## src/rtl/jt12_eg_kon_seq.sv

```systemverilog
// jt12_eg_kon_seq: key-on sequencer serialising per-operator key state onto the keyon_I slot stream
// Ports:
//   clk, rst          clock and synchronous active-high reset
//   clk_en            slot advance enable
//   zero              marks the current slot as the last of the frame (qualified by clk_en)
//   kon_we, kon_din   key-on register write: [2:0] channel code, [7:4] S4,S3,S2,S1 key bits
//   csm_kon           CSM key-on request, sampled at the frame boundary
//   kon_busy          a captured write is waiting for the next frame boundary
//   kon_ovf           sticky: a write arrived while busy and was dropped
//   slot, keyon_I     slot index and its registered key state
module jt12_eg_kon_seq #(
    parameter int SLOTS = 24
) (
    input  logic       clk,
    input  logic       rst,
    input  logic       clk_en,
    input  logic       zero,
    input  logic       kon_we,
    input  logic [7:0] kon_din,
    input  logic       csm_kon,
    output logic       kon_busy,
    output logic       kon_ovf,
    output logic [4:0] slot,
    output logic       keyon_I
);
    logic [SLOTS-1:0] kon_q, kon_d, eff;
    logic             csm_q, csm_d, busy_q, busy_d, ovf_q, ovf_d, key_q, key_d;
    logic [2:0]       pch_q, pch_d;
    logic [3:0]       pm_q, pm_d;
    logic [4:0]       slot_q, slot_d, nxt;
    logic             valid, cap, bnd, commit;
    logic [5:0]       ch_oh;
    logic             unused_bit;

    assign unused_bit = kon_din[3];
    assign valid      = kon_we & (kon_din[1:0] != 2'b11);
    assign cap        = valid & ~busy_q;

    always_comb begin
        nxt    = (zero || slot_q == 5'(SLOTS - 1)) ? 5'd0 : slot_q + 5'd1;
        bnd    = clk_en && nxt == 5'd0;
        commit = bnd && busy_q;
        ch_oh  = 6'b1 << pch_q;
        // pending mask is kept in array-group order: {S4, S2, S3, S1} for slot groups 18/12/6/0
        kon_d  = commit ? (kon_q & ~{4{ch_oh}}) |
                          ({{6{pm_q[3]}}, {6{pm_q[2]}}, {6{pm_q[1]}}, {6{pm_q[0]}}} & {4{ch_oh}})
                        : kon_q;
        csm_d  = bnd ? csm_kon : csm_q;
        // CSM forces the S3-of-channel-2... group slots 2, 8, 14, 20 on top of the array
        eff    = kon_d | (csm_d ? 24'h104104 : 24'h0);
        slot_d = clk_en ? nxt : slot_q;
        key_d  = clk_en ? eff[nxt] : key_q;
        busy_d = cap | (busy_q & ~commit);
        ovf_d  = ovf_q | (valid & busy_q);
        pch_d  = cap ? (kon_din[2] ? {1'b0, kon_din[1:0]} + 3'd3 : {1'b0, kon_din[1:0]}) : pch_q;
        pm_d   = cap ? {kon_din[7], kon_din[5], kon_din[6], kon_din[4]} : pm_q;
    end

    always_ff @(posedge clk) begin
        if (rst) begin
            kon_q  <= '0;
            csm_q  <= 1'b0;
            busy_q <= 1'b0;
            ovf_q  <= 1'b0;
            pch_q  <= '0;
            pm_q   <= '0;
            slot_q <= '0;
            key_q  <= 1'b0;
        end else begin
            kon_q  <= kon_d;
            csm_q  <= csm_d;
            busy_q <= busy_d;
            ovf_q  <= ovf_d;
            pch_q  <= pch_d;
            pm_q   <= pm_d;
            slot_q <= slot_d;
            key_q  <= key_d;
        end
    end

    assign kon_busy = busy_q;
    assign kon_ovf  = ovf_q;
    assign slot     = slot_q;
    assign keyon_I  = key_q;
endmodule

```

## config.mk

```make
export PLATFORM = sky130hd
export DESIGN_NAME = jt12_eg_kon_seq
export DESIGN_NICKNAME = d
export VERILOG_FILES = /design/src/rtl/jt12_eg_kon_seq.sv
export SDC_FILE = /design/constraint.sdc
export NUM_CORES = 1
export LEC_CHECK = 0
export BUFFER_PORTS_ARGS = -buffer_cell sky130_fd_sc_hd__buf_2
export CORE_ASPECT_RATIO = 2
export CORE_UTILIZATION = 51
export DETAILED_ROUTE_END_ITERATION = 7
export PLACE_DENSITY = 0.78
export SYNTH_ARGS = -nofsm -noshare
export SYNTH_HDL_FRONTEND = slang
export SYNTH_SLANG_ARGS = --single-unit
```

## constraint.sdc

```tcl
create_clock -name clk -period 6.2 [get_ports clk]
set_input_delay 1.55 -clock clk [delete_from_list [all_inputs] [get_ports clk]]
set_output_delay 1.55 -clock clk [all_outputs]
set_load 0.02 [all_outputs]
```

After elaboration in Yosys (flattened, before gate mapping)
Cells that the tools add are included.

Flip-flop bits (word level): 40. Bits in latches: 0. Memory bits (read-only): 0. Memories kept: 0. Input bits: 14. Memory bits (writable): 0.

Equal/unequal tests: 2. Multiplexer cells: 7. Bitwise logic cells: 13. Reduce and logical (&&, ||, !) cells: 4. Div/mod/pow operators: 0. Add/subtract/negate cells: 2. Shifts and indexed selects: 1. Multipliers: 0. Order comparisons: 1.

Operators by type and width (count): bitwise AND 24 bit (2); 2-to-1 mux 24 bit (1); inverter 24 bit (1); bitwise OR 24 x 21 -> 24 bit (1); bitwise OR 24 bit (1); 2-to-1 mux 21 bit (1); < comparator 5 x 6 -> 1 bit, second input constant (1); left shift 1 x 3 -> 6 bit, first input constant (1); adder 5 x 1 -> 5 bit, second input constant (1); binary-select mux 1 bit (select 5 bit) (1); == test 5 bit, second input constant (1); logical NOT 5 bit (1); 2-to-1 mux 5 bit (1); bitwise AND 1 bit (4); adder 2 x 2 -> 3 bit, second input constant (1); 2-to-1 mux 3 bit (1); logical AND 1 bit (2); 2-to-1 mux 1 bit (2); inequality test 2 bit, second input constant (1); inverter 1 bit (2); bitwise OR 1 bit (2); logical OR 1 bit (1).

Depth between registers and ports, before layout
Depth in word-level cells: 10. Depth in mapped cells: 9.

Worst setup path after synthesis
Ideal clock, no wire load.

Path type: input port to flip-flop. Start: input clk_en. End: register key_q (netlist: keyon_I). Data required time: 6.080 ns. Setup slack: 2.628 ns. Cell stages on the path: 9. Library setup time: 0.120 ns. Arrival time: 3.452 ns. Cell sequence: buf_2 -> nand2b_1 -> or3_1 -> a21oi_1 -> mux2i_1 -> a221oi_2 -> a211oi_2 -> a211oi_1 -> a211o_1.

Word-level cells in the longest chain between the ends: 6.

RTL lines: from (decl) (line 16) `input logic clk_en,`; logical AND 1 bit (line 41) `bnd = clk_en && nxt == 5'd0;`; 2-to-1 mux 1 bit / logical AND 1 bit (equally long branches) (line 48, 42); 2-to-1 mux 21 bit / 2-to-1 mux 24 bit (equally long branches) (line 50, 45); bitwise OR 24 x 21 -> 24 bit (line 50) `eff = kon_d | (csm_d ? 24'h104104 : 24'h0);`; binary-select mux 1 bit (select 5 bit) (line 52) `key_d = clk_en ? eff[nxt] : key_q;`; 2-to-1 mux 1 bit (not written as such) (line 52); to (signal assigned) (line 77) `key_q <= key_d;`; to (decl) (line 27) `logic csm_q, csm_d, busy_q, busy_d, ovf_q, ovf_d, key_q, key_d;`.

Several ways; a longest one is shown, not always the timed one. The select of a mux whose other input is x is not followed. A chain may end at the register's enable or synchronous reset.

Worst setup path after layout
Ends and elaborated chain as after synthesis.

==> out/results.txt <==
Most frequent cells in the layout - nor2_1, dfxtp_1, mux2i_1
Number of flops mapped to enable cells by yosys - 0
Width of the die - 47.55 um
WL met2 - 2453 um
Clock transition at the registers of the reported paths - 80 ps
Final setup violation count - 0
Area growth syn-to-layout - 10.76%
Routed vias - 1726
Post-synthesis cell count - 231
All-layer global routing usage - 23.67%
Clock Tree Root - clkbuf_8
Crit path from - clk_en
Worst-Margin Slew - 716.9 ps
Worst Hold Margin - 476.0 ps
Primary FF master, synth - dfxtp_1
Reg2reg path depth - 9
Grt ovf - 0
Critical path class - in2reg
Power, Total - 0.0005181 W
Clock Latency Late Sink - 300 ps
Largest net degree at the start of global routing - 41
Worst Setup Start Kind - input pin
Drt first pass iters - 4
Nets - 266
Post-route clock period utilization - 58.87%
Core area - 3924 um2
Area share of the largest cell type after synthesis - 37.85%
Status - finished clean
DRT iter0 DRCs - 22
Count of hold-fix buffers inserted at cts - 0
Row count - 32
CTS Buffer Depth - 2
Maximum vdd ir drop - 178.2 uV
Synth unique cells - 47
Fmax - 0.2740 GHz
Final hold viol count - 0
Leading area contributor after synthesis - dfxtp_1
Clk sinks - 40
Reg2reg end - keyon_I$_SDFFE_PP0P_
Post-CTS sizing - 0
H-Tree Depth - 2
Vias in the first global route - 1695
Post-CTS setup buffers - 0
Number of nets with antenna violations after routing - 0
Post-Syn Area - 2116 um2
Initial antenna violation count - 0
Slew headroom - 52.21%
Final slew viol count - 0
Crit path max fanout - 7
Met1 WL - 1804 um
Critical path data required time - 6390 ps
Worst r2r src - slot[0]$_SDFFE_PP0P_
Worst Hold Class - reg2reg
Top post-synthesis cells by area - dfxtp_1, mux2i_1, nor2_1
Die height - 93.09 um
Met3 wire len - 120 um
Synthesized flop and latch total - 40
Yosys warnings - 0
Fillcell total - 394
Min Tclk post-route - 3650 ps
Register area share after synthesis - 37.85%
DR top layer - met4
Per-cell routed wire length - 15.19 um
Max-cap violations - 0
CTS tree - done
Setup TNS - 0 ps
Setup crit end - keyon_I$_SDFFE_PP0P_
Hpwl dp - 3375 um
Worst Hold Launch - kon_q[16]$_SDFF_PP0_
IO buf count - 20
Diode count - 0
# DRC - 0
IO Pins - 22
Avg Inst Size Synth - 9.159 um2
Cell leakage power - 0.8240 nW
Most common cell after layout, fill and taps aside - nor2_1
Routability cong. - 0.8364
Async S/R FF share, synth - 0%
Share of layout cells above drive strength 1 - 18.80%
Total CTS buffers - 5
Crit path DAT - 3840 ps
Die area - 4426 um2
Reg-to-reg slack, setup - 2940 ps
Starting Density - 53.92%
DRT Wirelength - 4573 um
Power Density - 221.1 nW/um2
Clock skew - 9.897 ps
Global-route wire length before repair - 7596 um
Mapped Nets - 248
RSZ-0062 raised after global routing - no
DR vias/cell - 5.734
Crit end category - register
## metrics by stage
step / cell area [um2] / instances / setup WS [ps] / utilization [%]
floorplan: 2116 / 231 / 2628 / -
global placement: 2250 / 293 / 2295 / 57.33
detailed placement: 2250 / 293 / 2298 / 57.33
CTS: 2344 / 301 / 2613 / 59.73
global route: 2344 / 301 / 2426 / 59.73
finish: 2344 / 301 / 2550 / 59.73
## power by group
part	leakage [nW]	internal, W	switching [W]
combinational	0.455	0.0000256	0.0000392
sequential	0.324	0.000263	0.00000926
clock	0.0445	0.0000904	0.0000908
## logic make-up (layout without fill, tap and decap cells)
logic type               count (synthesis)  after routing  synth area share [%]
AO/OA/AOI/OAI                           47             47                 19.63
XOR/XNOR                                 4              4                 1.656
adder cells (fa/ha/maj)                  3              3                 1.774
buffers and inverters                   17             36                 3.193
flip-flops                              40             40                 37.85
multiplexers                            29             29                 14.02
AND/OR/NAND/NOR                         91             91                 21.88
## cell type report
type / count / area (um2) / share of cell area, %
Clock buffer: 7 / 86.33 / 3.684
Inverter: 6 / 22.52 / 0.9610
Sequential cell: 40 / 800.8 / 34.17
Clock inverter: 1 / 7.507 / 0.3203
Timing Repair Buffer: 22 / 115.1 / 4.912
Tap cell: 51 / 63.81 / 2.723
Multi-Input combinational cell: 174 / 1247 / 53.23
## cell usage after synthesis, types with 4 or more instances
cell      instances
o21ai_0           8
mux2i_1          27
dfxtp_1          40
nor3_1           13
inv_1             5
a21oi_1          13
a211oi_1          5
nand2_1          11
nor2_1           43
xnor2_1           4
clkbuf_1          7
nand2b_1          4
## registers in the layout, summed over array words and instances (netlist names)
| register | cells |
|---|---|
| kon_busy | 1 |
| csm_q | 1 |
| slot | 5 |
| kon_q | 24 |
| pch_q | 3 |
| kon_ovf | 1 |
| pm_q | 4 |
| keyon_I | 1 |
## worst min path at each step
| stage | to | slack (ps) | depth (start not counted) |
|---|---|---|---|
| final | kon_q[16]$_SDFF_PP0_ | 480 | 2 |
| after CTS | kon_q[16]$_SDFF_PP0_ | 480 | 2 |
| after detailed placement | kon_ovf$_SDFF_PP0_ | 460 | 2 |
| after floorplan | kon_q[16]$_SDFF_PP0_ | 450 | 2 |
| after global routing | kon_q[16]$_SDFF_PP0_ | 520 | 2 |
| after global placement | kon_ovf$_SDFF_PP0_ | 450 | 2 |
## layer usage
layer	vias up	track usage, %
li1	863	-
met1	811	25.09
met3	17	4.440
met2	35	40.75
met5	-	0
met4	0	12.96
## worst max-delay path, stage by stage
cell	delay, ps
buf_2	170
nand2b_1	220
or3_1	490
a21oi_1	400
mux2i_1	330
a221oi_2	120
a211oi_2	220
a211oi_1	70
a211o_1	260
No activity file was read; power rests on OpenSTA's default activity.
